<file path="src/rtl/dircc_gals_receive_dispatch.sv">
// Receive-side dispatcher: accepts one packet, fetches its device state, hands both
// to the handler, waits (bounded) for the reply, and writes the updated state back.
module dircc_gals_receive_dispatch #(
  parameter int PACKET_WIDTH    = 128,
  parameter int STATE_WIDTH     = 128,
  parameter int DEV_ADDR_W      = 4,
  parameter int NUM_DEVICES     = 16,
  parameter int TIMEOUT         = 255,
  parameter int DONE_BIT        = 0,
  // dircc_state sits above the 32-bit dircc_state_extra field in device_state_t
  parameter int DIRCC_STATE_LSB = 32
) (
  input  logic                    clk,
  input  logic                    reset_n,
  input  logic [PACKET_WIDTH-1:0] in_packet,
  input  logic                    in_valid,
  output logic                    in_ready,
  output logic                    state_rd_en,
  output logic [DEV_ADDR_W-1:0]   state_addr,
  input  logic [STATE_WIDTH-1:0]  state_rd_data,
  output logic                    state_wr_en,
  output logic [STATE_WIDTH-1:0]  state_wr_data,
  output logic [PACKET_WIDTH-1:0] packet_in,
  output logic                    packet_in_valid,
  output logic                    receive_done,
  output logic [7:0]              edge_id,
  output logic [7:0]              port_id,
  output logic [STATE_WIDTH-1:0]  read_state,
  input  logic [STATE_WIDTH-1:0]  write_state,
  input  logic                    write_state_valid,
  input  logic                    packet_handled,
  output logic                    device_done,
  output logic [15:0]             drop_count,
  output logic                    timeout_err
);

  localparam int DONE_POS = DIRCC_STATE_LSB + DONE_BIT;

  typedef enum logic [2:0] {
    S_IDLE,
    S_READ,
    S_WAIT_RD,
    S_DISPATCH,
    S_WAIT_H,
    S_WRITEBACK
  } state_e;

  state_e                  state_q;
  logic [PACKET_WIDTH-1:0] pkt_q;
  logic [7:0]              edge_q;
  logic [7:0]              port_q;
  logic [DEV_ADDR_W-1:0]   addr_q;
  logic [STATE_WIDTH-1:0]  rd_state_q;
  logic [STATE_WIDTH-1:0]  wr_data_q;
  logic                    rd_en_q;
  logic                    wr_en_q;
  logic                    rcv_done_q;
  logic                    pkt_valid_q;
  logic                    done_q;
  logic                    timeout_q;
  logic [15:0]             drop_q;
  logic [7:0]              cnt_q;

  logic [7:0] dev_idx;
  logic       dev_ok;
  logic [8:0] cnt_inc;

  assign dev_idx = in_packet[7:0];
  assign dev_ok  = (32'(dev_idx) < NUM_DEVICES);
  assign cnt_inc = {1'b0, cnt_q} + 9'd1;

  // Strobes are set one edge early so each is high exactly while its state is current.
  always_ff @(posedge clk or negedge reset_n) begin
    if (!reset_n) begin
      state_q     <= S_IDLE;
      pkt_q       <= '0;
      edge_q      <= '0;
      port_q      <= '0;
      addr_q      <= '0;
      rd_state_q  <= '0;
      wr_data_q   <= '0;
      rd_en_q     <= 1'b0;
      wr_en_q     <= 1'b0;
      rcv_done_q  <= 1'b0;
      pkt_valid_q <= 1'b0;
      done_q      <= 1'b0;
      timeout_q   <= 1'b0;
      drop_q      <= '0;
      cnt_q       <= '0;
    end else begin
      rd_en_q    <= 1'b0;
      wr_en_q    <= 1'b0;
      rcv_done_q <= 1'b0;
      case (state_q)
        S_IDLE: begin
          if (in_valid) begin
            pkt_q  <= in_packet;
            edge_q <= in_packet[23:16];
            port_q <= in_packet[15:8];
            if (dev_ok) begin
              addr_q  <= dev_idx[DEV_ADDR_W-1:0];
              rd_en_q <= 1'b1;
              state_q <= S_READ;
            end else if (drop_q != 16'hFFFF) begin
              drop_q <= drop_q + 16'd1;
            end
          end
        end
        S_READ: begin
          state_q <= S_WAIT_RD;
        end
        S_WAIT_RD: begin
          rd_state_q  <= state_rd_data;
          rcv_done_q  <= 1'b1;
          pkt_valid_q <= 1'b1;
          state_q     <= S_DISPATCH;
        end
        S_DISPATCH: begin
          cnt_q   <= '0;
          state_q <= S_WAIT_H;
        end
        S_WAIT_H: begin
          cnt_q <= cnt_inc[7:0];
          // A reply on the final permitted cycle still wins over the timeout.
          if (packet_handled) begin
            pkt_valid_q <= 1'b0;
            if (write_state_valid) begin
              wr_data_q <= write_state;
              wr_en_q   <= 1'b1;
              state_q   <= S_WRITEBACK;
            end else begin
              state_q <= S_IDLE;
            end
          end else if (cnt_inc == 9'(TIMEOUT)) begin
            pkt_valid_q <= 1'b0;
            timeout_q   <= 1'b1;
            state_q     <= S_IDLE;
          end
        end
        S_WRITEBACK: begin
          if (wr_data_q[DONE_POS]) begin
            done_q <= 1'b1;
          end
          state_q <= S_IDLE;
        end
        default: begin
          state_q <= S_IDLE;
        end
      endcase
    end
  end

  assign in_ready        = (state_q == S_IDLE);
  assign state_rd_en     = rd_en_q;
  assign state_wr_en     = wr_en_q;
  assign state_addr      = addr_q;
  assign state_wr_data   = wr_data_q;
  assign packet_in       = pkt_q;
  assign packet_in_valid = pkt_valid_q;
  assign receive_done    = rcv_done_q;
  assign edge_id         = edge_q;
  assign port_id         = port_q;
  assign read_state      = rd_state_q;
  assign device_done     = done_q;
  assign drop_count      = drop_q;
  assign timeout_err     = timeout_q;

endmodule

</file>
<file path="config.mk">
export PLATFORM = sky130hd
export DESIGN_NAME = dircc_gals_receive_dispatch
export DESIGN_NICKNAME = d
export VERILOG_FILES = /design/src/rtl/dircc_gals_receive_dispatch.sv
export SDC_FILE = /design/constraint.sdc
export NUM_CORES = 1
export LEC_CHECK = 0
export BUFFER_PORTS_ARGS = -buffer_cell sky130_fd_sc_hd__buf_2
export CAP_MARGIN = 20
export CORE_AREA = 2 2 317 319
export CTS_BUF_LIST = sky130_fd_sc_hd__clkbuf_8
export CTS_CLUSTER_SIZE = 24
export DETAILED_ROUTE_END_ITERATION = 6
export DIE_AREA = 0 0 319 321
export GPL_ROUTABILITY_DRIVEN = 0
export PLACE_DENSITY = 0.42
export SLEW_MARGIN = 20
export SYNTH_ARGS = -nofsm -noshare
export SYNTH_HDL_FRONTEND = slang
export SYNTH_SLANG_ARGS = --single-unit
</file>
<file path="constraint.sdc">
create_clock -name clk -period 1.84 [get_ports clk]
set_input_delay 0.092 -clock clk [delete_from_list [all_inputs] [get_ports clk]]
set_output_delay 0.092 -clock clk [all_outputs]
set_load 0.005 [all_outputs]
</file>
# --- Yosys cells after proc, flatten, opt, wreduce, memory -nomap -nowiden ---
# Index checks and enable logic that the tools add are counted.
classes:
  n_lt_le_gt_ge: 1
  muxes: 17
  eq_ne: 10
  n_reduce_logical: 11
  div_mod_pow: 0
  multipliers: 0
  n_shift: 0
  addsub: 2
  bitwise_logic: 2
op_table:
  columns: ["operator", "n"]
  rows:
  - ["$add 16x1->16 const B", 1]
  - ["$ne 16x16->1 const B", 1]
  - ["$pmux 8 s2", 1]
  - ["$mux 3", 5]
  - ["$pmux 3 s5", 1]
  - ["$reduce_and 3->1", 4]
  - ["$add 8x1->9 const B", 1]
  - ["$eq 9x8->1 const B", 1]
  - ["$mux 1", 9]
  - ["$lt 8x5->1 const B", 1]
  - ["$eq 3x2->1 const B", 2]
  - ["$eq 3x3->1 const B", 2]
  - ["$reduce_and 2->1", 3]
  - ["$reduce_and 4->1", 1]
  - ["$reduce_bool 2->1", 2]
  - ["$eq 3x1->1 const B", 1]
  - ["$logic_not 3->1", 1]
  - ["$ne 3x3->1 const B", 1]
  - ["$ne 2x1->1 const B", 1]
  - ["$ne 2x2->1 const B", 1]
  - ["$not 1->1", 2]
  - ["$pmux 1 s2", 1]
word_totals:
  wordCells: 58
  mem_bits_ro: 0
  ram_bits: 0
  latchBits: 0
  output_inout_bits: 427
  inputBits: 389
  mem_count: 0
  register_bits: 437

# --- Depth between registers and ports, before layout ---
depth:
  ltp_word: 5
  depth_mapped: 7
  mapped_depth_nobuf: 5

# --- Least setup slack after synthesis ---
# OpenSTA, ideal clock, no wires.
synth_path:
  path_type: "register to register"
  from: "register state_q[0]"
  to: "register drop_q[12] (netlist: drop_count[12])"
  slack_ns: -0.139
  setup_ns: 0.125
  stages_incl_launch_ff: 7
  path_buffers: 2
  required_time_ns: 1.715
  synth_period_minus_slack_ns: 1.979
  arrival_time_ns: 1.854
  path_cell_list: "dfrtp_1 -> buf_4 -> or4b_1 -> buf_2 -> nor4_4 -> nand3_2 -> mux2_4"
synth_between:
  elab_chain_cells: 2
synth_lines:
  columns: ["item", "line", "source"]
  rows:
  - ["from (decl)", "48", "state_e state_q;"]
  - ["from (signal assigned)", "75", "state_q <= S_IDLE;"]
  - ["from (signal assigned)", "103", "state_q <= S_READ;"]
  - ["from (signal assigned)", "110", "state_q <= S_WAIT_RD;"]
  - ["$logic_not 3->1", "94", "case (state_q)"]
  - ["$reduce_and 4->1 (no source line)", null, null]
  - ["to (signal assigned)", "105", "drop_q <= drop_q + 16'd1;"]
  - ["to (decl)", "61", "logic [15:0] drop_q;"]
# Every way passes these cells.
# A chain may end at the register's enable or synchronous reset.

# --- Worst setup path after layout ---
# Ends and elaborated chain as after synthesis.

==> impl_results.md <==
- Status: complete, but fails checks
- Violated checks: setup timing
- Synth-to-layout area growth: 80.37%
- Setup TNS: -6.309 ns
- DR iter-0 viols: between 500 and 600
- Distinct cells, synth: 42
- Synth Area per Inst: approximately 13 sq um
- Mapped Nets: approximately 1.7k
- Total Wirelength: 66650 microns
- Fillers: between 10k and 15k
- Vias post-DR: roughly 15k
- PortBufs: between 800 and 900
- Fraction of registers with async set/reset: 1.000
- Clock slew at reported path FFs: 0.06 ns
- Period minus WS final: 1.955 ns
- Final number of hold-violating endpoints: 0
- Sequential share of the synthesized area: 0.6519
- Crit path max fanout: 4
- Fin. max-slew vios: 0
- Clk_lat worst skew: ~0.70 ns
- Num ports: ~800
- CTS tree: built
- RSZ-0062 raised after global routing: yes
- Synth Instances: about 1.3k
- Worst hold path startpoint: in_packet[101]
- Worst Path Required: ~2.4 ns
- Top_reg_cell synth: dfrtp_1
- Total of max-cap violations: 0
- Kind of critical path: flop to flop
- Final period utilization: 1.062
- Die Ht: between 300 and 400 microns
- Area of the multi-input gates: approximately 0.0058 sq mm
- Commonest non-fill, non-tap cell in the layout: buf_2
- Post-synth EDFFs: 0
- Starting density of the core: 0.1628
- Layout cell share with drive strength beyond 1: 0.4932
- Final Skew: about 0.034 ns
- Peak VDD IR: just under 800 uV
- First-pass GRT wire length: about 95000 microns
- Peak Freq: between 500 and 600 MHz
- Area leader, netlist: dfrtp_1
- Dpl cells: around 3.4k
- Finish-stage setup viols: about 110
- Yosys top cell area share: 0.6519
- Clk buf depth: 3
- Die outline width: roughly 320 microns
- Critical Path Source: state_q[0]
- Mapped cell area: around 0.016 sq mm
- Worst r2r src: state_q[0]
- Initial antenna violation count: 4
- Non-filler instance count after layout: slightly below 4k
- Global Route Usage Sum: 0.1220
- Aggregate global routing overflow: 0
- Detail Placement HPWL: roughly 46000 microns
- Routed Antenna Nets: 0
- Leakage: approximately 0.015 uW
- Count of synthesis-stage warnings from yosys: 0
- Flops & latches, synth: 421
- Core Footprint: 0.09928 sq mm
- Top cells by area, synth: dfrtp_1 65%, mux2_2 14%, nand2_1 9.2%, mux2_1 3.8%, buf_4 1.3%
- Clock tree sinks: approximately 420
- Critical path launch point type: flop
- Clock buffer count from CTS: 83
- Largest net degree at the start of global routing: between 80 and 90
- H-Tree Depth: 3
- CP endpoint kind: flop
- Pwr dens: 1475 mW/mm^2
- DRT Pass-1 Iters: 4
- Row Count: ~120
- Worst hold-check path type: input port to flop
- Root Buffer: clkbuf_8
- Final #Nets: 2988
- Final worst setup slack: -0.1150 ns
- Via density: 3.701
- Vias in the first global route: 15.58k
- DRC viols: 0
- Storage cell area: ~0.011 sq mm
- Wire per inst: roughly 17 microns
- Die Area: between 0.1 and 0.15 sq mm
- Worst relative slew slack: 0.6592
- Most frequent cells in the layout: 813 x buf_2, 420 x dfrtp_1, 405 x dlygate4sd3_1, 394 x nand2_1, 141 x mux2_2
- WP data arrival: around 2.5 ns
- Actual slew at the worst max-slew pin: roughly 0.51 ns
## synthesized netlist by cell type, drive strengths merged (4+ instances only)
master / n
mux2: 262
nand2: 397
buf: 46
a21oi: 6
xor2: 9
clkbuf: 36
nor3: 4
dfrtp: 421
nand3: 7
a31oi: 5
nand4: 6
and3: 5
o21ai: 16
inv: 6
nor2: 10
xnor2: 5
## what timing repair did
action / in CTS / in global routing
cloned: 4 / 10
endpoints found under the hold margin: 817 / 0
setup buffers: 10 / 5
hold buffers: 406 / 0
gates resized for setup: 81 / 108
endpoints found under the setup margin: 252 / 296
pin swaps: 4 / 12
## kinds of logic after synthesis
logic type | share of synthesized area
buffers and inverters | 0.02857
adder cells (fa/ha/maj) | 0.002323
AO/OA/AOI/OAI | 0.01479
AND/OR/NAND/NOR | 0.1121
multiplexers | 0.1828
flip-flops | 0.6519
XOR/XNOR | 0.007587
## area by class of cell
cell class,instances,area share
flip-flops and latches,421,0.3614
repair buffers,1323,0.3292
multi-input cells,761,0.1973
well taps,1298,0.05571
clock buffers,98,0.04627
clock inverters,49,0.009099
inverters,6,0.0007726
diodes,2,0.0001717
## worst max-delay path, stage by stage, from the launching register on
cell     delay [ns]
dfrtp_1        0.39
buf_4          0.15
or4b_4         0.56
nor4_4         0.29
nand3_2        0.12
mux2_4         0.30
## stage by stage
stage          hold slack [ns]  total power [uW]  instance area, sq um    util  setup slack, ns
6_report                0.1288             42990                 29150  0.2936          -0.1150
4_1_cts               0.002544             42900                 28500  0.2871          -0.1332
5_1_grt                0.06283             46000                 29150  0.2936          -0.1955
2_1_floorplan          -0.2036             22970                 16210       -         -0.02867
3_5_place_dp           0.01656             31220                 22260  0.2243         -0.04041
3_3_place_gp           0.02273             31100                 22260  0.2243         -0.02716
## metal layers
metal	routed length [microns]	GRT usage	up-vias
li1	-	-	6858
met5	20	0	-
met3	5519	0.04590	140
met1	25360	0.1328	7137
met4	2792	0.06384	4
met2	32960	0.2067	510
## final timing paths
path	to	slack [ns]	cells past startpoint
min in group asynchronous	cnt_q[1]	0.60	4
worst min register to register	packet_in[104]	0.46	2
max in group asynchronous	packet_in[110]	0.68	4
worst max-delay path	drop_count[12]	-0.11	5
worst max register to register	drop_count[12]	-0.11	5
worst min-delay path	packet_in[101]	0.13	4
## sequential cells by signal, summed over array words and instances, names as in the netlist
register	count
cnt_q	8
device_done	1
drop_count	16
packet_in	128
packet_in_valid	1
read_state	128
receive_done	1
state_addr	4
state_q	3
state_rd_en	1
state_wr_data	128
state_wr_en	1
timeout_err	1
## power breakdown
part           internal, uW  total (uW)  leakage (uW)  switching, uW
combinational          9610       17400       0.00854           7800
sequential            13700       16100       0.00514           2450
clock                  5100        9470      0.000969           4370
total                 28400       43000        0.0147          14600
Note: power is estimated with default switching activity, not from simulation.
